**src/rtl/pipe_pkg.sv**
```systemverilog
// pipe_pkg: shared types and helpers for the pipe_chain pipeline-register block.
//   pipe_entry_t - one stage's contents (valid, wen, tag, data). Tag and data
//                  fields are sized to TAG_MAX_W / DATA_MAX_W; pipe_chain
//                  zero-extends into them and truncates out of them, so its
//                  TAG_W and WIDTH parameters must not exceed these maxima.
//   TAG_ZERO     - the register-zero tag, which never produces a lookup hit.
//   sidx_w()     - width of a stage index, max(1, clog2(depth)).
package pipe_pkg;

    localparam int unsigned DATA_MAX_W = 64;
    localparam int unsigned TAG_MAX_W  = 16;

    localparam logic [TAG_MAX_W-1:0] TAG_ZERO = '0;

    typedef struct packed {
        logic                  valid;
        logic                  wen;
        logic [TAG_MAX_W-1:0]  tag;
        logic [DATA_MAX_W-1:0] data;
    } pipe_entry_t;

    function automatic int unsigned sidx_w(input int unsigned depth);
        return (depth <= 1) ? 1 : $clog2(depth);
    endfunction

endpackage

```
**src/rtl/pipe_stage_reg.sv**
```systemverilog
// pipe_stage_reg: a single pipeline stage register.
// Ports:
//   clk, rst  - clock and synchronous active-high reset (clears the whole entry)
//   load_i    - capture entry_i
//   bubble_i  - advance with no source: clear valid, keep tag/data/wen
//   kill_i    - flush: clear valid, overrides load and bubble
//   entry_i   - incoming entry
//   entry_o   - current stage contents
// With none of load/bubble/kill asserted the stage holds.
module pipe_stage_reg
    import pipe_pkg::*;
(
    input  logic        clk,
    input  logic        rst,
    input  logic        load_i,
    input  logic        bubble_i,
    input  logic        kill_i,
    input  pipe_entry_t entry_i,
    output pipe_entry_t entry_o
);

    pipe_entry_t entry_q, entry_d;

    always_comb begin
        entry_d = entry_q;
        if (load_i) begin
            entry_d = entry_i;
        end else if (bubble_i) begin
            entry_d.valid = 1'b0;
        end
        if (kill_i) begin
            entry_d.valid = 1'b0;
        end
    end

    always_ff @(posedge clk) begin
        if (rst) begin
            entry_q <= '0;
        end else begin
            entry_q <= entry_d;
        end
    end

    assign entry_o = entry_q;

endmodule

```
**src/rtl/pipe_chain.sv**
```systemverilog
// pipe_chain: DEPTH-stage pipeline-register chain (stage 0 youngest) with
// per-stage stall and backward stall propagation, bubble collapsing,
// younger-stage flush and LOOKUPS parallel forwarding tag-match ports.
// Ports:
//   clk, rst                  - clock, synchronous active-high reset
//   in_valid/in_ready         - entry offer to stage 0 (in_ready combinational)
//   in_data/in_tag/in_wen     - offered entry contents
//   stall_i[k]                - hold request for stage k
//   flush_i[k]                - kill stages 0..k at the next edge
//   out_valid/out_fire        - last stage valid / leaving this cycle
//   out_data/out_tag/out_wen  - last stage contents
//   lk_tag/lk_hit/lk_stage/lk_data - per-port youngest valid writer of a tag
//   occupancy                 - number of valid stages
// Optional macro PIPE_CHAIN_STATS_EN adds saturating 32-bit counters
// stat_stall, stat_bubble and stat_flush.
module pipe_chain
    import pipe_pkg::*;
#(
    parameter int unsigned WIDTH   = 32,
    parameter int unsigned DEPTH   = 3,
    parameter int unsigned TAG_W   = 5,
    parameter int unsigned LOOKUPS = 2,
    localparam int unsigned SIDX_W = sidx_w(DEPTH)
) (
    input  logic                       clk,
    input  logic                       rst,
    input  logic                       in_valid,
    output logic                       in_ready,
    input  logic [WIDTH-1:0]           in_data,
    input  logic [TAG_W-1:0]           in_tag,
    input  logic                       in_wen,
    input  logic [DEPTH-1:0]           stall_i,
    input  logic [DEPTH-1:0]           flush_i,
    output logic                       out_valid,
    output logic                       out_fire,
    output logic [WIDTH-1:0]           out_data,
    output logic [TAG_W-1:0]           out_tag,
    output logic                       out_wen,
`ifdef PIPE_CHAIN_STATS_EN
    output logic [31:0]                stat_stall,
    output logic [31:0]                stat_bubble,
    output logic [31:0]                stat_flush,
`endif
    input  logic [LOOKUPS*TAG_W-1:0]   lk_tag,
    output logic [LOOKUPS-1:0]         lk_hit,
    output logic [LOOKUPS*SIDX_W-1:0]  lk_stage,
    output logic [LOOKUPS*WIDTH-1:0]   lk_data,
    output logic [SIDX_W:0]            occupancy
);

    pipe_entry_t      st [DEPTH];
    logic [DEPTH-1:0] stage_valid;
    logic [DEPTH-1:0] hold;
    logic [DEPTH-1:0] kill;

    always_comb begin
        for (int k = 0; k < int'(DEPTH); k++) begin
            stage_valid[k] = st[k].valid;
        end
    end

    // Stall propagates backwards only through occupied stages, so an empty
    // stage absorbs the stall and bubbles get squeezed out.
    always_comb begin
        hold = '0;
        hold[DEPTH-1] = stall_i[DEPTH-1];
        for (int k = int'(DEPTH) - 2; k >= 0; k--) begin
            hold[k] = stall_i[k] | (hold[k+1] & stage_valid[k]);
        end
    end

    // Stage k is killed when any flush bit at index >= k is set.
    always_comb begin
        logic acc;
        acc  = 1'b0;
        kill = '0;
        for (int k = int'(DEPTH) - 1; k >= 0; k--) begin
            acc     = acc | flush_i[k];
            kill[k] = acc;
        end
    end

    assign in_ready = ~hold[0];

    for (genvar g = 0; g < int'(DEPTH); g++) begin : g_stage
        pipe_entry_t src;
        logic        src_v;

        if (g == 0) begin : g_head
            always_comb begin
                src       = '0;
                src.valid = 1'b1;
                src.wen   = in_wen;
                src.tag   = TAG_MAX_W'(in_tag);
                src.data  = DATA_MAX_W'(in_data);
            end
            assign src_v = in_valid;
        end else begin : g_body
            assign src   = st[g-1];
            assign src_v = stage_valid[g-1] & ~hold[g-1];
        end

        pipe_stage_reg u_reg (
            .clk      (clk),
            .rst      (rst),
            .load_i   (~hold[g] & src_v),
            .bubble_i (~hold[g] & ~src_v),
            .kill_i   (kill[g]),
            .entry_i  (src),
            .entry_o  (st[g])
        );
    end

    assign out_valid = st[DEPTH-1].valid;
    assign out_fire  = st[DEPTH-1].valid & ~stall_i[DEPTH-1];
    assign out_data  = WIDTH'(st[DEPTH-1].data);
    assign out_tag   = TAG_W'(st[DEPTH-1].tag);
    assign out_wen   = st[DEPTH-1].wen;

    // Upper bits of the package-wide entry fields are zero-filled padding.
    logic unused_last;
    assign unused_last = ^st[DEPTH-1];

    // Scan oldest to youngest so the youngest candidate is the last writer.
    always_comb begin
        lk_hit   = '0;
        lk_stage = '0;
        lk_data  = '0;
        for (int j = 0; j < int'(LOOKUPS); j++) begin
            for (int k = int'(DEPTH) - 1; k >= 0; k--) begin
                if (st[k].valid && st[k].wen &&
                    (TAG_MAX_W'(lk_tag[j*TAG_W +: TAG_W]) != TAG_ZERO) &&
                    (st[k].tag == TAG_MAX_W'(lk_tag[j*TAG_W +: TAG_W]))) begin
                    lk_hit[j]                    = 1'b1;
                    lk_stage[j*SIDX_W +: SIDX_W] = SIDX_W'(k);
                    lk_data[j*WIDTH +: WIDTH]    = WIDTH'(st[k].data);
                end
            end
        end
    end

    always_comb begin
        occupancy = '0;
        for (int k = 0; k < int'(DEPTH); k++) begin
            occupancy = occupancy + {{SIDX_W{1'b0}}, stage_valid[k]};
        end
    end

`ifdef PIPE_CHAIN_STATS_EN
    logic [31:0]   stat_stall_q, stat_stall_d;
    logic [31:0]   stat_bubble_q, stat_bubble_d;
    logic [31:0]   stat_flush_q, stat_flush_d;
    logic [SIDX_W:0] flush_cnt;
    logic [32:0]   flush_sum;

    always_comb begin
        flush_cnt = '0;
        for (int k = 0; k < int'(DEPTH); k++) begin
            flush_cnt = flush_cnt + {{SIDX_W{1'b0}}, stage_valid[k] & kill[k]};
        end
        flush_sum = {1'b0, stat_flush_q} + 33'(flush_cnt);

        stat_stall_d  = stat_stall_q;
        stat_bubble_d = stat_bubble_q;
        if (in_valid && !in_ready && (stat_stall_q != '1)) begin
            stat_stall_d = stat_stall_q + 32'd1;
        end
        if (!out_valid && (stat_bubble_q != '1)) begin
            stat_bubble_d = stat_bubble_q + 32'd1;
        end
        stat_flush_d = flush_sum[32] ? '1 : flush_sum[31:0];
    end

    always_ff @(posedge clk) begin
        if (rst) begin
            stat_stall_q  <= '0;
            stat_bubble_q <= '0;
            stat_flush_q  <= '0;
        end else begin
            stat_stall_q  <= stat_stall_d;
            stat_bubble_q <= stat_bubble_d;
            stat_flush_q  <= stat_flush_d;
        end
    end

    assign stat_stall  = stat_stall_q;
    assign stat_bubble = stat_bubble_q;
    assign stat_flush  = stat_flush_q;
`endif

endmodule

```
**config.mk**
```make
export PLATFORM = sky130hd
export DESIGN_NAME = pipe_chain
export DESIGN_NICKNAME = d
export VERILOG_FILES = /design/src/rtl/pipe_pkg.sv /design/src/rtl/pipe_stage_reg.sv /design/src/rtl/pipe_chain.sv
export SDC_FILE = /design/constraint.sdc
export NUM_CORES = 1
export LEC_CHECK = 0
export CAP_MARGIN = 20
export CORE_ASPECT_RATIO = 0.8
export CORE_UTILIZATION = 40
export CTS_CLUSTER_DIAMETER = 80
export DETAILED_ROUTE_END_ITERATION = 8
export PLACE_DENSITY = 0.77
export SLEW_MARGIN = 20
export SYNTH_ARGS = -nofsm -noshare
export SYNTH_HDL_FRONTEND = slang
export SYNTH_SLANG_ARGS = --single-unit
export TNS_END_PERCENT = 100
```
**constraint.sdc**
```tcl
create_clock -name clk -period 3.45 [get_ports clk]
set_clock_uncertainty 0.05 [all_clocks]
set_input_delay 0.5175 -clock clk [delete_from_list [all_inputs] [get_ports clk]]
set_output_delay 0.5175 -clock clk [all_outputs]
set_load 0.01 [all_outputs]
```
### Word level (Yosys, flattened, before mapping)

Cells that the tools add are included.

* flip-flop bits (word level): 117
* bits in latches: 0
* bits in writable memories: 0
* memory bits (read-only): 0
* output and inout bits: 114
* memories kept: 0

* $add $sub $neg: 2
* multiply operators: 0
* div/mod/pow operators: 0
* order comparisons: 0
* equality and inequality tests: 6
* shifts and indexed selects: 0
* muxes and demuxes: 24
* bitwise operators: 21
* reduce and logical (&&, ||, !) cells: 23

Operators by type and width (number)
* 2-to-1 mux 32 bit: 6
* equality test 5 bit: 6
* logical AND 1 bit: 15
* 2-to-1 mux 1 bit: 12
* 2-to-1 mux 2 bit: 6
* AND 1 bit: 11
* nonzero test 5 bit: 2
* inverter 1 bit: 6
* nonzero test 2 bit: 3
* OR reduction 2 bit: 3
* OR 1 bit: 4
* adder 2 x 1 -> 3 bit: 1
* adder 1 x 1 -> 2 bit: 1

### Logic depth before layout (Yosys ltp)

Gate-level depths: netlist (run 1).

* word-level depth: 10
* depth in mapped cells: 8
* mapped depth without buffers: 5

### Cells and area by module

A second synthesis (run 1) with hierarchy kept.

* cells, all modules: 1180
* area total of the unflattened synthesis: 11446.0 µm²

By module, submodules not included
* pipe_stage_reg: instances 3, cells each 265, area each 2951.6 µm²
* pipe_chain: instances 1, cells each 385, area each 2591.2 µm²

### Least setup slack after synthesis (run 1)

No wires, ideal clock.

* path type: input port to output port
* start: in lk_tag[3]
* end: out lk_hit[0]
* arrival: 1981 ps
* path slack: 902 ps
* stages on the path: 5
* path buffers: 1
* path through: or4_1 -> or2_1 -> and3_4 -> buf_6 -> or3_1

* longest elaborated chain between the ends: 6
* elaborated cells between the ends (all ways): 13
* classes of those cells: eq/ne: 3; mux: 3; reduce/logical: 7

Ends and longest elaborated chain
* start, declared: RTL line pipe_chain.sv:44 `input logic [LOOKUPS*TAG_W-1:0] lk_tag,`
* nonzero test 5 bit: RTL line pipe_chain.sv:132 `(TAG_MAX_W'(lk_tag[j*TAG_W +: TAG_W]) != TAG_ZERO) &&`
* logical AND 1 bit: RTL line pipe_chain.sv:131 `if (st[k].valid && st[k].wen &&`
* logical AND 1 bit: RTL line pipe_chain.sv:132
* 2-to-1 mux 1 bit (2 in a row): RTL line pipe_chain.sv:131
* 2-to-1 mux 1 bit *: RTL line pipe_chain.sv:131
* end, declared: RTL line pipe_chain.sv:45 `output logic [LOOKUPS-1:0] lk_hit,`

Mark *: on every way between the ends. The rest lies on a longest branch, timed or not.

### Final worst setup path (run 1)

* start: in lk_tag[5]
* end: out lk_data[44]

* longest elaborated chain between the ends: 6
* elaborated cells between the ends (all ways): 13
* classes of those cells: eq/ne: 3; mux: 3; reduce/logical: 7

Ends and longest elaborated chain
* nonzero test 5 bit: RTL line pipe_chain.sv:132
* logical AND 1 bit: RTL line pipe_chain.sv:131
* logical AND 1 bit: RTL line pipe_chain.sv:132
* 2-to-1 mux 32 bit (2 in a row): RTL line pipe_chain.sv:131
* 2-to-1 mux 32 bit *: RTL line pipe_chain.sv:131
* end, declared: RTL line pipe_chain.sv:47 `output logic [LOOKUPS*WIDTH-1:0] lk_data,`

Marked as above.

==> metrics.txt, run 1 <==
Final Util between 50% and 60%; vias per inst 5.66; clk_lat worst skew 410 ps; Top Ports about 170; relative slew slack 31.0%; CTS Buf Count 17; post-synthesis net count 967; Mapped Area 6070 µm²; Net count, final 1,131; CTS clock-pin slew for the worst setup and hold paths around 50 ps; routed wire length per instance 17.4 µm; Synth Register Bits 117; Vert. Die Dim ~110 µm; die area around 16,000 µm²; switching share of power a little under a quarter; Hold Path Class reg2reg; initial cell density of the core 41.7%; area leader, netlist dfxtp_1; clock network fraction of total power about half; drt drc 0; Syn Inst Count 909; # fillers 1,329; reg2reg path depth 6; CTS H-tree lvls 4; crit path capture lk_data[44]; critical path startpoint lk_tag[5]; critical path class in2out; Worst Path Required 2880 ps; P_leak 3.42 nW; unique cell type count in the Yosys netlist 34; P_int between 2 and 2.5 mW; DRT Wirelength 22,000 µm; Syn. warnings 0; final std cells w/o fill 1,267; maximum clock path buffer count 2; count of final hold-check violations 0; type of origin of the critical path input port; Post-synth EDFFs 0; TritonCTS clock tree done; reg2reg start g_stage[1].u_reg.entry_o[81]$_SDFFE_PP0P_; largest cells by area after synthesis dfxtp_1 39%, a21oi_1 19%, nand2_1 17%, nor2_1 4.3%, clkbuf_1 3.2%; Sw Pwr 0.717 mW; Die W about 140 µm; PwrDens ~360 nW/µm²; share of cells above drive strength 1 8.96%; first-pass GRT wire length 35,500 µm; min Tclk post-route roughly 3400 ps; Peak VDD IR about 0.00036 V; PnR Total Power 3.14 mW; max reg flops approximately 120; grt total ovfl 0; Reg power frac 44.5%; CP arrival 2810 ps; core footprint ~15,000 µm²; clock root buffer clkbuf_16; final worst-path cycle share 97.9%; Rows 39; vias in the first global route 6,762; Iteration-0 DRC Markers 632; gpl congestion a little under 0.9; port bufs ~170; CP Max Fanout 24; Post-synth ARST share 0%; P&R area growth vs syn 43.4%; detailed placer's ending HPWL 14,000 µm; sequential share of the synthesized area 38.6%; flop2flop setup slack 1300 ps; Final setup viols 0; Slew @ Worst Pin between 1000 and 1500 ps; placed insts 1,233; Worst R2R End g_stage[0].u_reg.entry_o[16]$_SDFFE_PP0P_; # diodes 0; Slew Viols, Final 0; Max Cap Violations 0; Detail Route Antenna Nets 0; Comb pwr share under 10%; Post-Syn Area per Cell ~6.7 µm²; Synth top area share around two fifths; Post-CTS Hold Fix Bufs 0; WHS approximately 420 ps; fmax 0.296 GHz; Main synth FF type dfxtp_1; Worst Setup End Kind output pin; status complete, no violations; Sink Count 117; initial antenna violation count 0; vias a little over 7,000; 1st-pass router iterations 5; largest net degree at the start of global routing slightly below 90; total global-route track usage 28.4%
cell usage in the layout (no fill, tap or decap), types with 4 or more instances in the layout:
cell / netlist / final
a21oi_1: 233 / 233
nor2_1: 70 / 68
o21ai_0: 6 / 6
clkbuf_1: 52 / 4
nand2_1: 272 / 270
clkdlybuf4s50_1: 0 / 100
nand3_1: 34 / 34
clkbuf_16: 0 / 17
xor2_1: 18 / 18
dfxtp_1: 117 / 117
dlygate4sd2_1: 0 / 65
or3_1: 31 / 31
nor3_1: 6 / 5
clkinv_2: 0 / 4
buf_4: 1 / 39
buf_12: 0 / 10
xnor2_1: 12 / 12
per-layer routing:
metal | routed length, µm | track usage (%) | up-vias
li1 | - | - | 3364
met1 | 9410 | 38.2 | 3341
met2 | 9760 | 43.5 | 413
met3 | 2420 | 7.51 | 47
met4 | 442 | 10.9 | 0
met5 | 0 | 0 | -
worst max-delay path: stages:
cell,delay (ps)
clkdlybuf4s50_1,520
xor2_1,190
nor4_1,310
nand2_1,150
buf_6,200
nor3_1,190
o22a_1,190
clkdlybuf4s50_1,540
Yosys cell counts, types with 3 or more instances:
cell	count
nand2_1	272
a21oi_1	233
dfxtp_1	117
nor2_1	70
clkbuf_1	52
nand3_1	34
or3_1	31
xor2_1	18
buf_2	14
xnor2_1	12
nor3_1	6
o21ai_0	6
buf_1	5
nor4_1	5
buf_6	4
a31oi_1	3
and2_1	3
nand4_1	3
o22a_1	3
stage by stage:
stage                     worst slack [ps]  TNS, ps  instance area, µm²
after floorplan                        902        0                6070
after global placement                -273    -8050                8140
after detailed placement              -296    -9520                8140
after CTS                             1.94        0                8680
after global routing                 -3.34    -3.34                8700
final                                 73.9        0                8700
power groups by stage:
stage / clock network, mW / logic [mW] / registers (mW)
6_report: 1.55 / 0.195 / 1.40
5_1_grt: 1.63 / 0.210 / 1.40
4_1_cts: 1.56 / 0.191 / 1.40
3_5_place_dp: 0 / 0.188 / 1.42
3_3_place_gp: 0 / 0.185 / 1.42
2_1_floorplan: 0 / 0.0799 / 1.42
worst min path at each step:
stage	from	slack (ps)	cells past startpoint	to
final	g_stage[1].u_reg.entry_o[80]$_SDFFE_PP0P_	420	2	g_stage[2].u_reg.entry_o[80]$_SDFFE_PP0P_
after global routing	g_stage[1].u_reg.entry_o[2]$_SDFFE_PP0P_	450	2	g_stage[2].u_reg.entry_o[2]$_SDFFE_PP0P_
after CTS	g_stage[1].u_reg.entry_o[80]$_SDFFE_PP0P_	420	2	g_stage[2].u_reg.entry_o[80]$_SDFFE_PP0P_
after detailed placement	g_stage[1].u_reg.entry_o[80]$_SDFFE_PP0P_	410	2	g_stage[2].u_reg.entry_o[80]$_SDFFE_PP0P_
after global placement	g_stage[0].u_reg.entry_o[80]$_SDFFE_PP0P_	410	2	g_stage[1].u_reg.entry_o[80]$_SDFFE_PP0P_
after floorplan	g_stage[0].u_reg.entry_o[80]$_SDFFE_PP0P_	400	2	g_stage[1].u_reg.entry_o[80]$_SDFFE_PP0P_
repair_timing:
item,4_1_cts,5_1_grt
resized for setup,76,8
endpoints found under the setup margin,64,7
cloned,1,0
pin swaps,4,2
setup buffers,4,0
kinds of logic (layout without fill, tap and decap cells):
| kind of cell | count (synthesis) | count (layout) | share of synthesized area [%] |
|---|---|---|---|
| xor gates and xnor gates | 30 | 30 | 4.33 |
| AOI/OAI and AO/OA | 247 | 247 | 20.7 |
| and+or+nand+nor | 436 | 437 | 30.4 |
| other | 1 | 1 | 0.0618 |
| adders and majority gates | 1 | 1 | 0.330 |
| buffers and inverters | 77 | 250 | 5.61 |
| DFF | 117 | 117 | 38.6 |
final cells by class:
cell class                      instances  area [µm²]  area share [%]
Clock buffer                           24         482            5.54
Inverter                                1        3.75          0.0431
Clock inverter                          5        27.5           0.316
Timing Repair Buffer                  220        2130            24.5
Tap cell                              184         230            2.65
Sequential cell                       117        2340            26.9
Multi-Input combinational cell        716        3480            40.0
No activity file was read; power rests on OpenSTA's default activity.
==> run 2, diff against run 1 <==
--- a/config.mk
+++ b/config.mk
@@ -10,7 +10,7 @@
 export CORE_UTILIZATION = 40
 export CTS_CLUSTER_DIAMETER = 80
 export DETAILED_ROUTE_END_ITERATION = 8
-export PLACE_DENSITY = 0.77
+export PLACE_DENSITY = 0.79
 export SLEW_MARGIN = 20
 export SYNTH_ARGS = -nofsm -noshare
 export SYNTH_HDL_FRONTEND = slang
==> constraint.sdc (replaced) <==
create_clock -name clk -period 3 [get_ports clk]
set_clock_uncertainty 0.05 [all_clocks]
set_input_delay 0.45 -clock clk [delete_from_list [all_inputs] [get_ports clk]]
set_output_delay 0.45 -clock clk [all_outputs]
set_load 0.01 [all_outputs]
==> run 2 against run 1 <==
Effect of this change: sequential power increased by 15%; critical path depth unchanged; non-clock buffer count increased by 14; sequential share of layout area decreased by 1.2 points; clock-buffer cell count unchanged; worst setup slack got worse by 63 ps; first-iteration DRC count increased by 14%; core utilization increased by 3.0 points; global-route usage increased by 0.98 points; largest cell class unchanged.
==> metrics.txt, run 2 (synthesis results as in run 1) <==
status complete, no violations (unchanged); vias per inst 5.64 (was 5.66); share of cells above drive strength 1 15.2% (was 8.96%); Peak VDD IR 0.000394 V (was 0.000358 V); CTS H-tree lvls 4 (unchanged); Worst R2R End g_stage[1].u_reg.entry_o[0]$_SDFFE_PP0P_ (was g_stage[0].u_reg.entry_o[16]$_SDFFE_PP0P_); die area 15,700 µm² (unchanged); Final Cell Area 9140 µm² (was 8700 µm²); Detail Route Antenna Nets 0 (unchanged); placed inst area 8230 µm² (was 8140 µm²); final std cells w/o fill 1,284 (was 1,267); post-place setup slack -551 ps (was -296 ps); maximum clock path buffer count 2 (unchanged); detailed placer's ending HPWL 14,100 µm (was 14,000 µm); P&R area growth vs syn 50.6% (was 43.4%); P_int 3.38 mW (was 2.42 mW); Die W 140 µm (unchanged); CTS clock-pin slew for the worst setup and hold paths 50 ps (about the same); Sw Pwr 0.872 mW (was 0.717 mW); relative slew slack 33.5% (was 31.0%); initial cell density of the core 41.7% (unchanged); Net count, final 1,145 (was 1,131); WL met3 2570 µm (was 2420 µm); type of origin of the critical path input port (unchanged); Sink Count 117 (unchanged); critical path class in2out (unchanged); CP arrival 2490 ps (was 2810 ps); Max Cap Violations 0 (unchanged); # fillers 1,251 (was 1,329); Hold EP g_stage[2].u_reg.entry_o[80]$_SDFFE_PP0P_ (unchanged); routed wire length per instance 18.0 µm (was 17.4 µm); DRT Wirelength 23,100 µm (was 22,000 µm); most common cell after layout, fill and taps aside nand2_1 (unchanged); Final setup viols 0 (unchanged); Rows 39 (unchanged); Post-CTS Hold Fix Bufs 0 (unchanged); fmax between 0.3 and 0.4 GHz; drt drc 0 (unchanged); clock network fraction of total power 56.8% (was 49.3%); Top Ports 171 (unchanged); TritonCTS clock tree done (unchanged); Hold Path Class reg2reg (unchanged); # diodes 0 (unchanged); post-route setup TNS 0 ps (unchanged); final worst-path cycle share 99.6%; Slew Viols, Final 0 (unchanged); port bufs 169 (unchanged); met2 routed WL 10,400 µm (was 9760 µm); RSZ-0062 raised after global routing true; HP Start g_stage[1].u_reg.entry_o[80]$_SDFFE_PP0P_ (unchanged); Hold Crit Depth 2 (unchanged); count of final hold-check violations 0 (unchanged); P_leak 3.47 nW (was 3.42 nW); max reg flops 117 (unchanged); Reg power frac 37.7% (was 44.5%); grt total ovfl 0 (unchanged); CP Max Fanout 8 (was 24); WHS 420 ps (was 422 ps); commonest cells after routing, fill and taps aside 269 x nand2_1, 216 x a21oi_1, 112 x dfxtp_1, 88 x clkdlybuf4s50_1, 69 x nor2_1 (was 270 x nand2_1, 233 x a21oi_1, 117 x dfxtp_1, 100 x clkdlybuf4s50_1, 68 x nor2_1); initial antenna violation count 1 (was 0); Iteration-0 DRC Markers 722 (was 632); min Tclk post-route 2990 ps; wl on met1 9480 µm (was 9410 µm); core footprint 14,500 µm² (unchanged); CTS Buf Count 17 (unchanged); Slew @ Worst Pin 997 ps (was 1040 ps); flop2flop setup slack 1070 ps (was 1300 ps); Worst Path Required 2500 ps (was 2880 ps); PnR Total Power 4.26 mW (was 3.14 mW); Comb pwr share 5.5% (was 6.2%); 1st-pass router iterations 7 (was 5); Vert. Die Dim 112 µm (unchanged); reg2reg start g_stage[1].u_reg.entry_o[81]$_SDFFE_PP0P_ (unchanged); reg2reg path depth 4 (was 6); Final Util 62.8% (was 59.8%); clock root buffer clkbuf_16 (unchanged); first-pass GRT wire length 36,000 µm (was 35,500 µm); vias in the first global route 6,729 (was 6,762); largest net degree at the start of global routing 56 (was 89); placed insts 1,241 (was 1,233); Worst Setup End Kind output pin (unchanged); switching share of power 20.5% (was 22.8%); gpl congestion 0.870 (was 0.872); vias 7,237 (was 7,165); clk_lat worst skew 410 ps (about the same); PwrDens 466 nW/µm² (was 361 nW/µm²); total global-route track usage 29.4% (was 28.4%); max layer used met5 (was met4); Worst Setup Slack, final 10.9 ps (was 73.9 ps)
==> run 2: final cells by class <==
type	count	area (µm²)	share of cell area, %
Clock buffer	24	512	5.60
Clock inverter	8	190	2.08
Inverter	1	3.75	0.0411
Multi-Input combinational cell	716	3570	39.1
Sequential cell	117	2350	25.7
Tap cell	184	230	2.52
Timing Repair Buffer	234	2280	25.0
==> run 2: power by group through the flow <==
stage                     registers [mW]  logic (mW)  clock network (mW)
final                               1.61       0.233                2.42
after global routing                1.61       0.250                2.50
after CTS                           1.60       0.230                2.42
after detailed placement            1.64       0.226                   0
after global placement              1.64       0.224                   0
after floorplan                     1.63      0.0919                   0
==> run 2: critical path: stages <==
cell	delay, ps
dlygate4sd2_1	280
or4_4	540
or2_4	290
and3_4	230
buf_4	160
a21oi_1	130
a21oi_1	110
dlygate4sd2_1	290
==> run 2: layer usage <==
metal	global-route usage, %	up-vias
met5	0	-
met4	10.9	2
met3	7.12	60
met2	46.5	487
met1	38.8	3299
li1	-	3389
==> run 2: how the worst max path moves through the flow <==
stage	from	depth (start not counted)	slack (ps)	endpoint
floorplan	lk_tag[3]	5	590	lk_hit[0]
global placement	lk_tag[4]	9	-530	lk_data[31]
detailed placement	lk_tag[4]	9	-550	lk_data[31]
CTS	lk_tag[3]	8	3	lk_data[27]
global route	g_stage[2].u_reg.entry_o[67]$_SDFFE_PP0P_	7	-80	lk_data[33]
finish	lk_tag[3]	8	10	lk_data[31]
==> run 2: timing repair <==
item | 4_1_cts | 5_1_grt
resized for setup | 157 | 35
gates cloned | 2 | 0
setup buffers | 8 | 1
pin swaps | 10 | 7
endpoints found under the setup margin | 70 | 52
